## src/rtl/cmd_sequencer_if.sv

```systemverilog
// Command/response handshake between the UART/BLE command receiver and the sequencer.
// master = receiver side, slave = sequencer side.
interface cmd_sequencer_if;
    logic        cmd_rdy;
    logic [7:0]  cmd;
    logic [15:0] data;
    logic        clr_cmd_rdy;
    logic        send_resp;
    logic [7:0]  resp;
    logic        resp_sent;

    modport master (
        output cmd_rdy, cmd, data, resp_sent,
        input  clr_cmd_rdy, send_resp, resp
    );

    modport slave (
        input  cmd_rdy, cmd, data, resp_sent,
        output clr_cmd_rdy, send_resp, resp
    );
endinterface

```

## src/rtl/cmd_sequencer.sv

```systemverilog
// Host command decoder: owns the flight setpoints, sequences motor spin-up and
// inertial calibration, and returns a one-byte ACK/NAK for every command.
//
// state    | meaning
// ---------+-------------------------------------------------------------
// IDLE     | waiting for cmd_rdy; decodes and consumes a command
// SPINUP   | motors at calibration speed, counting 2^SPINUP_W cycles
// CAL      | calibration started, waiting for cal_done
// ACK_WAIT | response launched, waiting for resp_sent
module cmd_sequencer #(
    parameter int         SPINUP_W = 25,
    parameter logic [7:0] ACK      = 8'hA5,
    parameter logic [7:0] NAK      = 8'hEE
) (
    input  logic               clk,
    input  logic               rst_n,
    cmd_sequencer_if.slave     cif,
    input  logic               cal_done,
    output logic signed [15:0] d_ptch,
    output logic signed [15:0] d_roll,
    output logic signed [15:0] d_yaw,
    output logic [8:0]         thrst,
    output logic               motors_off,
    output logic               inertial_cal,
    output logic               strt_cal
);

    localparam logic [7:0] OP_SET_PTCH  = 8'h02;
    localparam logic [7:0] OP_SET_ROLL  = 8'h03;
    localparam logic [7:0] OP_SET_YAW   = 8'h04;
    localparam logic [7:0] OP_SET_THRST = 8'h05;
    localparam logic [7:0] OP_CALIBRATE = 8'h06;
    localparam logic [7:0] OP_EMER_LAND = 8'h07;
    localparam logic [7:0] OP_MTRS_OFF  = 8'h08;

    localparam logic [SPINUP_W-1:0] CNT_ONE = SPINUP_W'(1);

    typedef enum logic [1:0] {IDLE, SPINUP, CAL, ACK_WAIT} state_t;

    state_t              state_q, state_d;
    logic [SPINUP_W-1:0] spin_cnt;
    logic                decode;
    logic                resp_ld;
    logic [7:0]          resp_byte;

    always_ff @(posedge clk or negedge rst_n) begin
        if (!rst_n) state_q <= IDLE;
        else        state_q <= state_d;
    end

    // decode is qualified by rst_n so a held command is never consumed while in reset
    always_comb begin
        state_d   = state_q;
        decode    = 1'b0;
        resp_ld   = 1'b0;
        resp_byte = ACK;
        strt_cal  = 1'b0;
        case (state_q)
            IDLE: begin
                if (cif.cmd_rdy && rst_n) begin
                    decode = 1'b1;
                    if (cif.cmd == OP_CALIBRATE) begin
                        state_d = SPINUP;
                    end else begin
                        resp_ld = 1'b1;
                        if (!(cif.cmd inside {OP_SET_PTCH, OP_SET_ROLL, OP_SET_YAW,
                                              OP_SET_THRST, OP_EMER_LAND, OP_MTRS_OFF}))
                            resp_byte = NAK;
                        state_d = ACK_WAIT;
                    end
                end
            end
            SPINUP: begin
                if (&spin_cnt) begin
                    strt_cal = 1'b1;
                    state_d  = CAL;
                end
            end
            CAL: begin
                if (cal_done) begin
                    resp_ld = 1'b1;
                    state_d = ACK_WAIT;
                end
            end
            ACK_WAIT: begin
                if (cif.resp_sent) state_d = IDLE;
            end
            default: state_d = IDLE;
        endcase
    end

    assign cif.clr_cmd_rdy = decode;

    always_ff @(posedge clk or negedge rst_n) begin
        if (!rst_n) begin
            d_ptch        <= '0;
            d_roll        <= '0;
            d_yaw         <= '0;
            thrst         <= '0;
            motors_off    <= 1'b1;
            inertial_cal  <= 1'b0;
            spin_cnt      <= '0;
            cif.send_resp <= 1'b0;
            cif.resp      <= 8'h00;
        end else begin
            cif.send_resp <= resp_ld;
            if (resp_ld) cif.resp <= resp_byte;
            if (state_q == SPINUP) spin_cnt <= spin_cnt + CNT_ONE;
            if (state_q == CAL && cal_done) inertial_cal <= 1'b0;
            if (decode) begin
                case (cif.cmd)
                    OP_SET_PTCH:  d_ptch <= cif.data;
                    OP_SET_ROLL:  d_roll <= cif.data;
                    OP_SET_YAW:   d_yaw  <= cif.data;
                    OP_SET_THRST: thrst  <= cif.data[8:0];
                    OP_CALIBRATE: begin
                        motors_off   <= 1'b0;
                        inertial_cal <= 1'b1;
                        spin_cnt     <= '0;
                    end
                    OP_EMER_LAND: begin
                        d_ptch <= '0;
                        d_roll <= '0;
                        d_yaw  <= '0;
                        thrst  <= '0;
                    end
                    OP_MTRS_OFF:  motors_off <= 1'b1;
                    default: ;
                endcase
            end
        end
    end

endmodule

```

## src/flat_wrapper.sv

```systemverilog
// flat-port wrapper written by rule: the top's interface ports become plain ports
module cmd_sequencer_flat 
#(
    parameter int         SPINUP_W = 25,
    parameter logic [7:0] ACK      = 8'hA5,
    parameter logic [7:0] NAK      = 8'hEE
)
  (clk, rst_n, cal_done, d_ptch, d_roll, d_yaw, thrst, motors_off, inertial_cal, strt_cal, cif_cmd_rdy, cif_cmd, cif_data, cif_resp_sent, cif_clr_cmd_rdy, cif_send_resp, cif_resp);
  cmd_sequencer_if cif_i ();
  input  logic clk;
  input  logic rst_n;
  input  logic cal_done;
  output logic signed [15:0] d_ptch;
  output logic signed [15:0] d_roll;
  output logic signed [15:0] d_yaw;
  output logic [8:0] thrst;
  output logic motors_off;
  output logic inertial_cal;
  output logic strt_cal;
  input wire logic [$bits(cif_i.cmd_rdy)-1:0] cif_cmd_rdy;
  input wire logic [$bits(cif_i.cmd)-1:0] cif_cmd;
  input wire logic [$bits(cif_i.data)-1:0] cif_data;
  input wire logic [$bits(cif_i.resp_sent)-1:0] cif_resp_sent;
  output wire logic [$bits(cif_i.clr_cmd_rdy)-1:0] cif_clr_cmd_rdy;
  output wire logic [$bits(cif_i.send_resp)-1:0] cif_send_resp;
  output wire logic [$bits(cif_i.resp)-1:0] cif_resp;
  assign cif_i.cmd_rdy = cif_cmd_rdy;
  assign cif_i.cmd = cif_cmd;
  assign cif_i.data = cif_data;
  assign cif_i.resp_sent = cif_resp_sent;
  assign cif_clr_cmd_rdy = cif_i.clr_cmd_rdy;
  assign cif_send_resp = cif_i.send_resp;
  assign cif_resp = cif_i.resp;
  cmd_sequencer #(.SPINUP_W(SPINUP_W), .ACK(ACK), .NAK(NAK)) u_core (.clk(clk), .rst_n(rst_n), .cif(cif_i), .cal_done(cal_done), .d_ptch(d_ptch), .d_roll(d_roll), .d_yaw(d_yaw), .thrst(thrst), .motors_off(motors_off), .inertial_cal(inertial_cal), .strt_cal(strt_cal));
endmodule
```

## config.mk

```make
export PLATFORM = sky130hd
export DESIGN_NAME = cmd_sequencer_flat
export DESIGN_NICKNAME = d
export VERILOG_FILES = /design/src/rtl/cmd_sequencer_if.sv /design/src/rtl/cmd_sequencer.sv /design/src/flat_wrapper.sv
export SDC_FILE = /design/constraint.sdc
export NUM_CORES = 1
export LEC_CHECK = 0
export CAP_MARGIN = 20
export CORE_MARGIN = 10
export CORE_UTILIZATION = 50
export DETAILED_ROUTE_END_ITERATION = 10
export PLACE_DENSITY = 0.85
export SYNTH_ARGS = -nofsm -noshare
export SYNTH_HDL_FRONTEND = slang
export SYNTH_SLANG_ARGS = --single-unit
```

## constraint.sdc

```tcl
create_clock -name clk -period 2.4 [get_ports clk]
set_input_delay 0.48 -clock clk [delete_from_list [all_inputs] [get_ports clk]]
set_output_delay 0.48 -clock clk [all_outputs]
set_load 0.05 [all_outputs]
```

==> results.toml <==
[route]
routedWlPerCell_um = 17.88
drc = 0
drt-initial-drc-count = 67
antenna_left = 0
vias = 2813
wirelength_um = 9797
viasPerCell = 5.133
first_pass_iters = 4

[synthesis]
synth_fp_nets = 359
synthTopCellsByArea = "dfrtp_1 55%, mux2_2 16%, xor2_1 3.9%"
synthTopCellsByCount = "89 x dfrtp_1, 57 x mux2_2, 33 x nor2_1, 18 x xor2_1, 16 x and2_1"
netlist_area_um2 = 4085
ys.flop_type = "dfrtp_1"
syn_inst = 325
ys_types = 45
synth_edf_count = 0
syn_area_per_cell_um2 = 12.57
synth_top_area_share_pct = 54.52
yosys_register_bits = 90
seq_area_frac_synth_pct = 55.16
async_reset_ff_share_pct = 100.0
yosysMostFrequentCell = "dfrtp_1"
ys_warn_count = 0
yosysTopAreaCell = "dfrtp_1"

[floorplan]
die-area_um2 = 12190
core.rowCount = 32
dieWidth_um = 110.4
die_h_um = 110.4
ios = 99
start_util_pct = 52.06
design.core.area_um2 = 7848

[placed_design]
post_dp_cell_area_um2 = 5314
pre_cts_ws_ps = -27.12
place_congestion = 0.8238
hpwlAfterDp_um = 7152
io_buffer_count = 97

[finish]
drive_gt1_share_pct = 26.01
area_growth_syn_to_layout_pct = 35.71
fin_area_um2 = 5544
antennaDiodeCount = 0
num-nets-final = 475

[clock_tree]
hold_buffers = 0
ctsRootBufferMaster = "clkbuf_8"
cts_sinks = 90
clk_pin_slew_ps = 90
cts-buffers-inserted = 9
cts_tree = "yes"
clkLatencyLatePin_ps = 360
clockBufferDepth = 2
htree_levels = 3

[global_route]
grt_pass1_vias = 3141
antenna_found_initial = 0
overflow = 0
grt_usage_pct = 17.13
grt_max_degree = 49
grt_pass1_wl_um = 15990

[setup_path]
crit_type = "reg -> out"
cp.required_ps = 1920
cp-start-kind = "flip-flop"
arrival_ps = 1750
r2r_slack_ps = 270
critPathMaxFanout = 3
crit_path_end_kind = "output port"

[sta]
tightest_slew_ps = 583.2
hold_viol = 0
setup_violations = 0
period_needed_ps = 2225
worst_slack_ps = 174.6
finClkSkew_ps = 7.962
max_freq_mhz = 449.4
rsz0062_at_grt = "false"
hold_ws_ps = 216.4
maxSlewViolCount = 0
max_slew_margin_pct = 61.12
fin_crit_sh_pct = 92.72

[hold_path]
hp-class = "in -> async"

[flow_run]
cap_viol_max_count = 0

[status]
status = "finished clean"

[pwr]
p_per_area_nw_per_um2 = 819.5
vdd_drop_max_mv = 0.4299
power_leakage_nw = 2.462
## cells in the final DEF (no fill, tap or decap), types with 9 or more instances in the layout
cell type / n
dfrtp_1: 89
nor2_1: 32
xor2_1: 18
mux2_2: 57
inv_1: 9
nand2_1: 15
buf_4: 20
clkbuf_8: 9
clkdlybuf4s50_1: 94
and2_1: 16
## critical path, stage by stage, from the launching register on
cell	delay, ps
dfrtp_1	420
inv_2	100
ha_4	140
nand4_1	120
nor3_2	210
nand2_1	110
nor2_2	140
buf_12	150
## per-stage QoR
step,TNS (ps),cells,total power [mW],util [%]
6_report,0,548,4.543,70.65
5_1_grt,0,548,4.795,70.65
4_1_cts,0,547,4.564,70.39
3_5_place_dp,-240.2,530,3.499,67.71
3_3_place_gp,0,530,3.428,67.71
2_1_floorplan,0,325,3.032,-
## logic make-up (layout without fill, tap and decap cells)
kind of cell,Yosys count,after routing,synth area share (%)
flip-flops,90,90,55.16
adder cells (fa/ha/maj),5,5,1.531
AND/OR/NAND/NOR,107,107,15.35
other,1,1,0.09180
buffers and inverters,25,146,3.522
AO/OA/AOI/OAI,14,14,3.032
multiplexers,58,58,15.96
XOR/XNOR,25,25,5.360
## flip-flops by register name, summed over array words and instances, names as in the netlist
name,cells
u_core.spin_cnt,25
u_core.d_ptch,16
u_core.d_roll,16
u_core.d_yaw,16
u_core.thrst,9
u_core.cif.resp,3
u_core.state_q,2
u_core.cif.send_resp,1
u_core.inertial_cal,1
u_core.motors_off,1
## routing by layer
| metal | vias up | global-route usage (%) | share of wire (%) |
|---|---|---|---|
| li1 | 1338 | - | - |
| met1 | 1388 | 18.24 | 38 |
| met4 | 0 | 6.789 | 1.3 |
| met5 | - | 0 | 0 |
| met3 | 14 | 8.183 | 9.9 |
| met2 | 73 | 28.79 | 51 |
## final timing paths
kind                                          start                  end  cells past startpoint
worst min register to register  u_core.inertial_cal  u_core.inertial_cal                      1
worst min-delay path                          rst_n    u_core.state_q[1]                      2
worst max-delay path              u_core.state_q[1]             strt_cal                      7
max in group asynchronous                     rst_n      u_core.d_yaw[6]                      3
worst max register to register    u_core.state_q[0]    u_core.d_roll[13]                      9
min in group clk                u_core.inertial_cal  u_core.inertial_cal                      1
## timing repair
| action | in CTS | in global routing |
|---|---|---|
| setup buffers | 1 | 1 |
| resized for setup | 0 | 3 |
| pin swaps | 0 | 3 |
| endpoints found under the setup margin | 1 | 1 |
| endpoints found under the hold margin | 0 | 0 |
## power breakdown
part / total (mW) / switching (mW) / internal, mW / leakage (nW)
Clock: 1.05 / 0.557 / 0.496 / 0.0990
Combinational: 1.46 / 0.852 / 0.609 / 1.22
Sequential: 2.03 / 0.250 / 1.78 / 1.15
## layout make-up
type                       count  area (um^2)
sequential                    90         2253
clock inverter                 6        75.07
multi-input combinational    210         1712
tap                          102        127.6
timing repair buffer         120         1211
clock buffer                  10        127.6
fill                         553         2303
inverter                      10        37.54
Power figures use the tool's default switching activity.
